===== config.mk =====
export PLATFORM = sky130hd
export DESIGN_NAME = mem_arbiter
export DESIGN_NICKNAME = d
export VERILOG_FILES = /design/src/rtl/mem_arbiter.sv
export SDC_FILE = /design/constraint.sdc
export NUM_CORES = 1
export LEC_CHECK = 0
export CAP_MARGIN = 40
export CELL_PAD_IN_SITES_DETAIL_PLACEMENT = 0
export CELL_PAD_IN_SITES_GLOBAL_PLACEMENT = 1
export CORE_UTILIZATION = 28
export CTS_CLUSTER_SIZE = 16
export DETAILED_ROUTE_END_ITERATION = 8
export MAX_ROUTING_LAYER = met4
export PLACE_DENSITY = 0.91
export SETUP_SLACK_MARGIN = 0.05
export SLEW_MARGIN = 10
export SYNTH_ARGS = -nofsm -noshare
export SYNTH_HDL_FRONTEND = slang
export SYNTH_SLANG_ARGS = --single-unit

===== constraint.sdc =====
create_clock -name CLK -period 4.4 [get_ports CLK]
set_input_delay 0.44 -clock CLK [delete_from_list [all_inputs] [get_ports CLK]]
set_output_delay 0.44 -clock CLK [all_outputs]
set_load 0.005 [all_outputs]

===== src/rtl/mem_arbiter.sv =====
// Single-port RAM arbiter: instruction fetch vs data access, data-priority with
// bounded fetch starvation, registered grant, sticky RAM timeout flag.
module mem_arbiter #(
  parameter int unsigned STARVE_MAX = 4,
  parameter int unsigned TIMEOUT    = 1024
) (
  input  logic        CLK,
  input  logic        RST,
  input  logic        iREN,
  input  logic [31:0] iaddr,
  output logic [31:0] iload,
  output logic        ihit,
  input  logic        dREN,
  input  logic        dWEN,
  input  logic [31:0] daddr,
  input  logic [31:0] dstore,
  output logic [31:0] dload,
  output logic        dhit,
  output logic        ramREN,
  output logic        ramWEN,
  output logic [31:0] ramaddr,
  output logic [31:0] ramstore,
  input  logic [31:0] ramload,
  input  logic        ramready,
  output logic        busy,
  output logic        err
);

  typedef enum logic [1:0] {
    IDLE,
    I_ACC,
    D_ACC
  } state_e;

  localparam logic [3:0]  STREAK_LIM = 4'(STARVE_MAX);
  localparam logic [15:0] WAIT_LIM   = 16'(TIMEOUT - 1);

  state_e      state_q, state_d;
  logic [31:0] ramaddr_q, ramaddr_d;
  logic [31:0] ramstore_q, ramstore_d;
  logic        op_wr_q, op_wr_d;
  logic [3:0]  dstreak_q, dstreak_d;
  logic [15:0] wcnt_q, wcnt_d;
  logic        err_q, err_d;

  logic data_pend;
  logic grant_data;
  logic in_acc;

  always_comb begin
    state_d    = state_q;
    ramaddr_d  = ramaddr_q;
    ramstore_d = ramstore_q;
    op_wr_d    = op_wr_q;
    dstreak_d  = dstreak_q;
    wcnt_d     = wcnt_q;
    err_d      = err_q;

    data_pend  = dREN | dWEN;
    grant_data = data_pend & (~iREN | (dstreak_q < STREAK_LIM));
    in_acc     = (state_q != IDLE);

    case (state_q)
      IDLE: begin
        if (grant_data) begin
          state_d    = D_ACC;
          ramaddr_d  = daddr;
          ramstore_d = dstore;
          op_wr_d    = dWEN;
          wcnt_d     = '0;
        end else if (iREN) begin
          state_d   = I_ACC;
          ramaddr_d = iaddr;
          wcnt_d    = '0;
        end
      end
      I_ACC, D_ACC: begin
        if (ramready) begin
          state_d = IDLE;
        end else if (wcnt_q == WAIT_LIM) begin
          state_d = IDLE;
          err_d   = 1'b1;
        end else begin
          wcnt_d = wcnt_q + 16'd1;
        end
      end
      default: state_d = IDLE;
    endcase

    // Streak counts data completions while a fetch is waiting; saturates at the limit.
    if (state_q == D_ACC && ramready) begin
      if (!iREN)
        dstreak_d = '0;
      else if (dstreak_q >= STREAK_LIM)
        dstreak_d = STREAK_LIM;
      else
        dstreak_d = dstreak_q + 4'd1;
    end else if (state_q == I_ACC && ramready) begin
      dstreak_d = '0;
    end
  end

  always_ff @(posedge CLK) begin
    if (RST) begin
      state_q    <= IDLE;
      ramaddr_q  <= '0;
      ramstore_q <= '0;
      op_wr_q    <= 1'b0;
      dstreak_q  <= '0;
      wcnt_q     <= '0;
      err_q      <= 1'b0;
    end else begin
      state_q    <= state_d;
      ramaddr_q  <= ramaddr_d;
      ramstore_q <= ramstore_d;
      op_wr_q    <= op_wr_d;
      dstreak_q  <= dstreak_d;
      wcnt_q     <= wcnt_d;
      err_q      <= err_d;
    end
  end

  always_comb begin
    ramREN   = (state_q == I_ACC) | ((state_q == D_ACC) & ~op_wr_q);
    ramWEN   = (state_q == D_ACC) & op_wr_q;
    ihit     = (state_q == I_ACC) & ramready;
    dhit     = (state_q == D_ACC) & ramready;
    iload    = ihit ? ramload : '0;
    dload    = dhit ? ramload : '0;
    busy     = in_acc;
    err      = err_q;
    ramaddr  = ramaddr_q;
    ramstore = ramstore_q;
  end

endmodule


==> results.txt <==
- The flow ran to the end, and the final reports show no timing, DRC or antenna violations.
- Summed over all nets, the half-perimeter wirelength after detailed placement is 11.0 mm.
* Required time reported for the critical path endpoint: 3.96 ns
- During synthesis, Yosys emitted a total of 0 warnings.
- The initialized floorplan defines 45 standard-cell rows.
- Clock latency on the worst-skew pair: 0.34 ns
- Max_cap viols: 0
* Average wire length per cell after detail routing: 15.3 um
- Minimum period implied by the final worst setup slack: between 2 and 3 ns
* Path type of the worst setup path: input pin to primary output
* Most common cell after layout, fill and taps aside: clkdlybuf4s50_1
- # setup viols final: 0
- Among all flip-flop cells after synthesis, the most frequent one is dfxtp_1.
* Cells resized by post-CTS repair: 0
- After synthesis, the share of flip-flops with an asynchronous set or reset is 0.
- Data on the critical path arrives at its endpoint at 2.41 ns.
* Number of instances in the synthesized netlist: 490
* Power density normalized to cell area: ~320 nW/um^2
- Slowest stage cell, crit path: clkdlybuf4s50_1
- Maximum clock insertion buffer count: 2
* Top library cells by usage in the layout, fill and taps aside: clkdlybuf4s50_1 (266), dfxtp_1 (88), nor2_1 (70)
- Most common cell on crit path: clkdlybuf4s50_1
* Initial DRC Count: 294
- Final antenna diode count: 0
* # H-tree levels: 3
- The area growth from synthesis to layout is 71.7%.
- First-pass GRT wire length: 22.5 mm
* Final cycle utilization of the critical path: 0.647
- For this configuration, the core starts out at a cell density of 0.288.
* Routability congestion estimate from global placement: 0.822
- Clock root buffer master: clkbuf_16
- DR pass1 iterations: 4
- In this run, post-CTS hold repair placed 0 buffers.
* Post-synthesis average cell area: between 9 and 10 sq um
* Worst path buffer plus inverter count: 3
* Kind of cell adding the most delay to the critical path: buffers and inverters
- Number of nets in the finished design: 873
- The routed design has 14.6 mm of wire.
- Remaining max-slew budget at the tightest pin: 0.387
* TritonCTS sink count: a little under 90
* Die Height: between 100 and 150 um
* Design Area, Final: 7580 sq um
- Number of buffers added for setup after CTS: 0
- Clock skew on the completed layout was measured at 0.00790 ns.
- Fraction of layout instances using a drive strength above 1: 0.0542
- Post-layout total power: approximately 0.0024 W
- Max stage delay on crit path: roughly 0.81 ns
* Clock edge transition at the registers on the reported setup and hold paths: 0.06 ns
* Number of hold-slack violations in the final timing report: 0
* Area of the mapped netlist: 4420 sq um
- Actual transition at the worst max-transition pin: 0.919 ns
- Net Count, Synth: around 630
- Max-slew violation count: 0
- Counting flops with a built-in enable in the synthesized netlist gives 0.
* Core Box Area: 15300 sq um
- Synthesis instantiated 49 different standard cells from the library.
- Entering global routing, the biggest net connects 50 pins.
* Via-per-instance ratio: between 4 and 5
- Setup repair after global routing left no endpoint under its margin.
* Die footprint: 16300 sq um
* Count of port buffers added during placement: 267
- Critical path startpoint category: input pin
- The die is 128 um wide.
* Sort of element at the end of the critical path: primary output
* Antenna-violating nets left: 0
- The worst-case IR drop observed on VDD is 0.165 mV.
- The min-delay analysis places its worst path in the category flip-flop to flip-flop.
- Summed over all failing endpoints, the final setup total negative slack is 0 ns.
- The via count of the first global-routing pass came to 4569.
* GR Util All Layers: 0.180
- Of all nets on the critical path, the largest fanout is 49.
- Summing over every cut layer, the via total after detailed routing is 4710.
- Ports: ~270
- Total congestion overflow after global routing: 0
- Summing all placed instances gives a cell area of 7270 sq um.
* Seq cells post-synth: 88
* DRC Markers: 0
- CTS tree: built
- Total clock buffers created by CTS: 9
- Number of antenna violations at the first check in global routing: 0
- The critical path goes through clkdlybuf4s50_1 > buf_4 > and3_1 > clkdlybuf4s50_1.
- For this run, the register share of the synthesized area comes to 0.399.
- Cell leakage power: 3.03 nW
- Maximum clock rate: 0.351 GHz
[final cells by class]
| class | instances | area (sq um) |
|---|---|---|
| clock buffers | 11 | 243 |
| clock inverters | 4 | 52.6 |
| flip-flops and latches | 88 | 1760 |
| well taps | 211 | 264 |
| inverters | 12 | 45.0 |
| fillers | 1424 | 7730 |
| multi-input cells | 346 | 2430 |
| repair buffers | 277 | 2780 |
[sequential cells by signal (all words and copies together), names as in the netlist]
name / count
dstreak_q: 4
err: 1
op_wr_q: 1
ramaddr: 32
ramstore: 32
state_q: 2
wcnt_q: 16
[power breakdown]
part	total (W)	switching (W)	internal (W)
Combinational	0.000712	0.000299	0.000413
Clock	0.000769	0.000314	0.000455
Sequential	0.000923	0.0000451	0.000878
[logic make-up (layout without fill, tap and decap cells)]
kind of cell             count (synthesis)  count (layout)  share of synthesized area
buffers and inverters                   56             304                     0.0547
AND/OR/NAND/NOR                        184             184                      0.226
AO/OA/AOI/OAI                           92              92                      0.158
flip-flops                              88              88                      0.399
adder cells (fa/ha/maj)                  5               5                     0.0142
multiplexers                            65              65                      0.147
[per-layer routing]
layer | global-route usage | up-vias | share of wire
met3 | 0.0494 | 18 | 0.076
met5 | - | - | 0
met1 | 0.188 | 2199 | 0.40
met4 | 0.0630 | 0 | 0.020
met2 | 0.323 | 199 | 0.51
li1 | - | 2294 | -
[cell usage after synthesis (all sizes together), types with 3 or more instances]
master | number | area (sq um)
a311oi | 13 | 120
and3 | 67 | 419
nand4 | 6 | 37.5
and4 | 4 | 35.0
buf | 10 | 68.8
o21ai | 8 | 40.0
o31a | 6 | 58.8
nand2b | 3 | 18.8
o31ai | 7 | 57.6
nor3 | 3 | 15.0
inv | 12 | 45.0
and2 | 4 | 25.0
dfxtp | 88 | 1760
a211oi | 32 | 240
mux2i | 65 | 651
nand3 | 6 | 35.0
o41ai | 3 | 26.3
clkbuf | 34 | 128
nor2 | 71 | 267
nand2 | 6 | 22.5
ha | 5 | 62.6
a21oi | 10 | 50.1
[path summary, 6_finish.rpt]
| check | start | end | slack [ns] | cells past startpoint |
|---|---|---|---|---|
| worst max register to register | state_q[1] | wcnt_q[12] | 1.65 | 6 |
| worst min register to register | dstreak_q[1] | dstreak_q[1] | 0.46 | 2 |
| worst max-delay path | ramready | iload[23] | 1.55 | 4 |
| worst min-delay path | dstreak_q[1] | dstreak_q[1] | 0.46 | 2 |
[through the flow]
step                 util  setup WS [ns]  hold slack (ns)  instances
floorplan               -           2.43            0.436        490
global placement    0.471           1.67            0.447        930
detailed placement  0.475           1.57            0.458        933
CTS                 0.494           1.47            0.467        948
global route        0.495           1.34            0.496        949
finish              0.495           1.55            0.460        949
[worst reg2reg max path: stages, from the launching register on]
cell and delay, ns:
dfxtp_1 0.36, inv_1 0.07, ha_1 0.64, nor2b_1 0.52, nand4_1 0.38, o41a_1 0.42
a311oi_1 0.26
(Power assumes the default switching activity.)
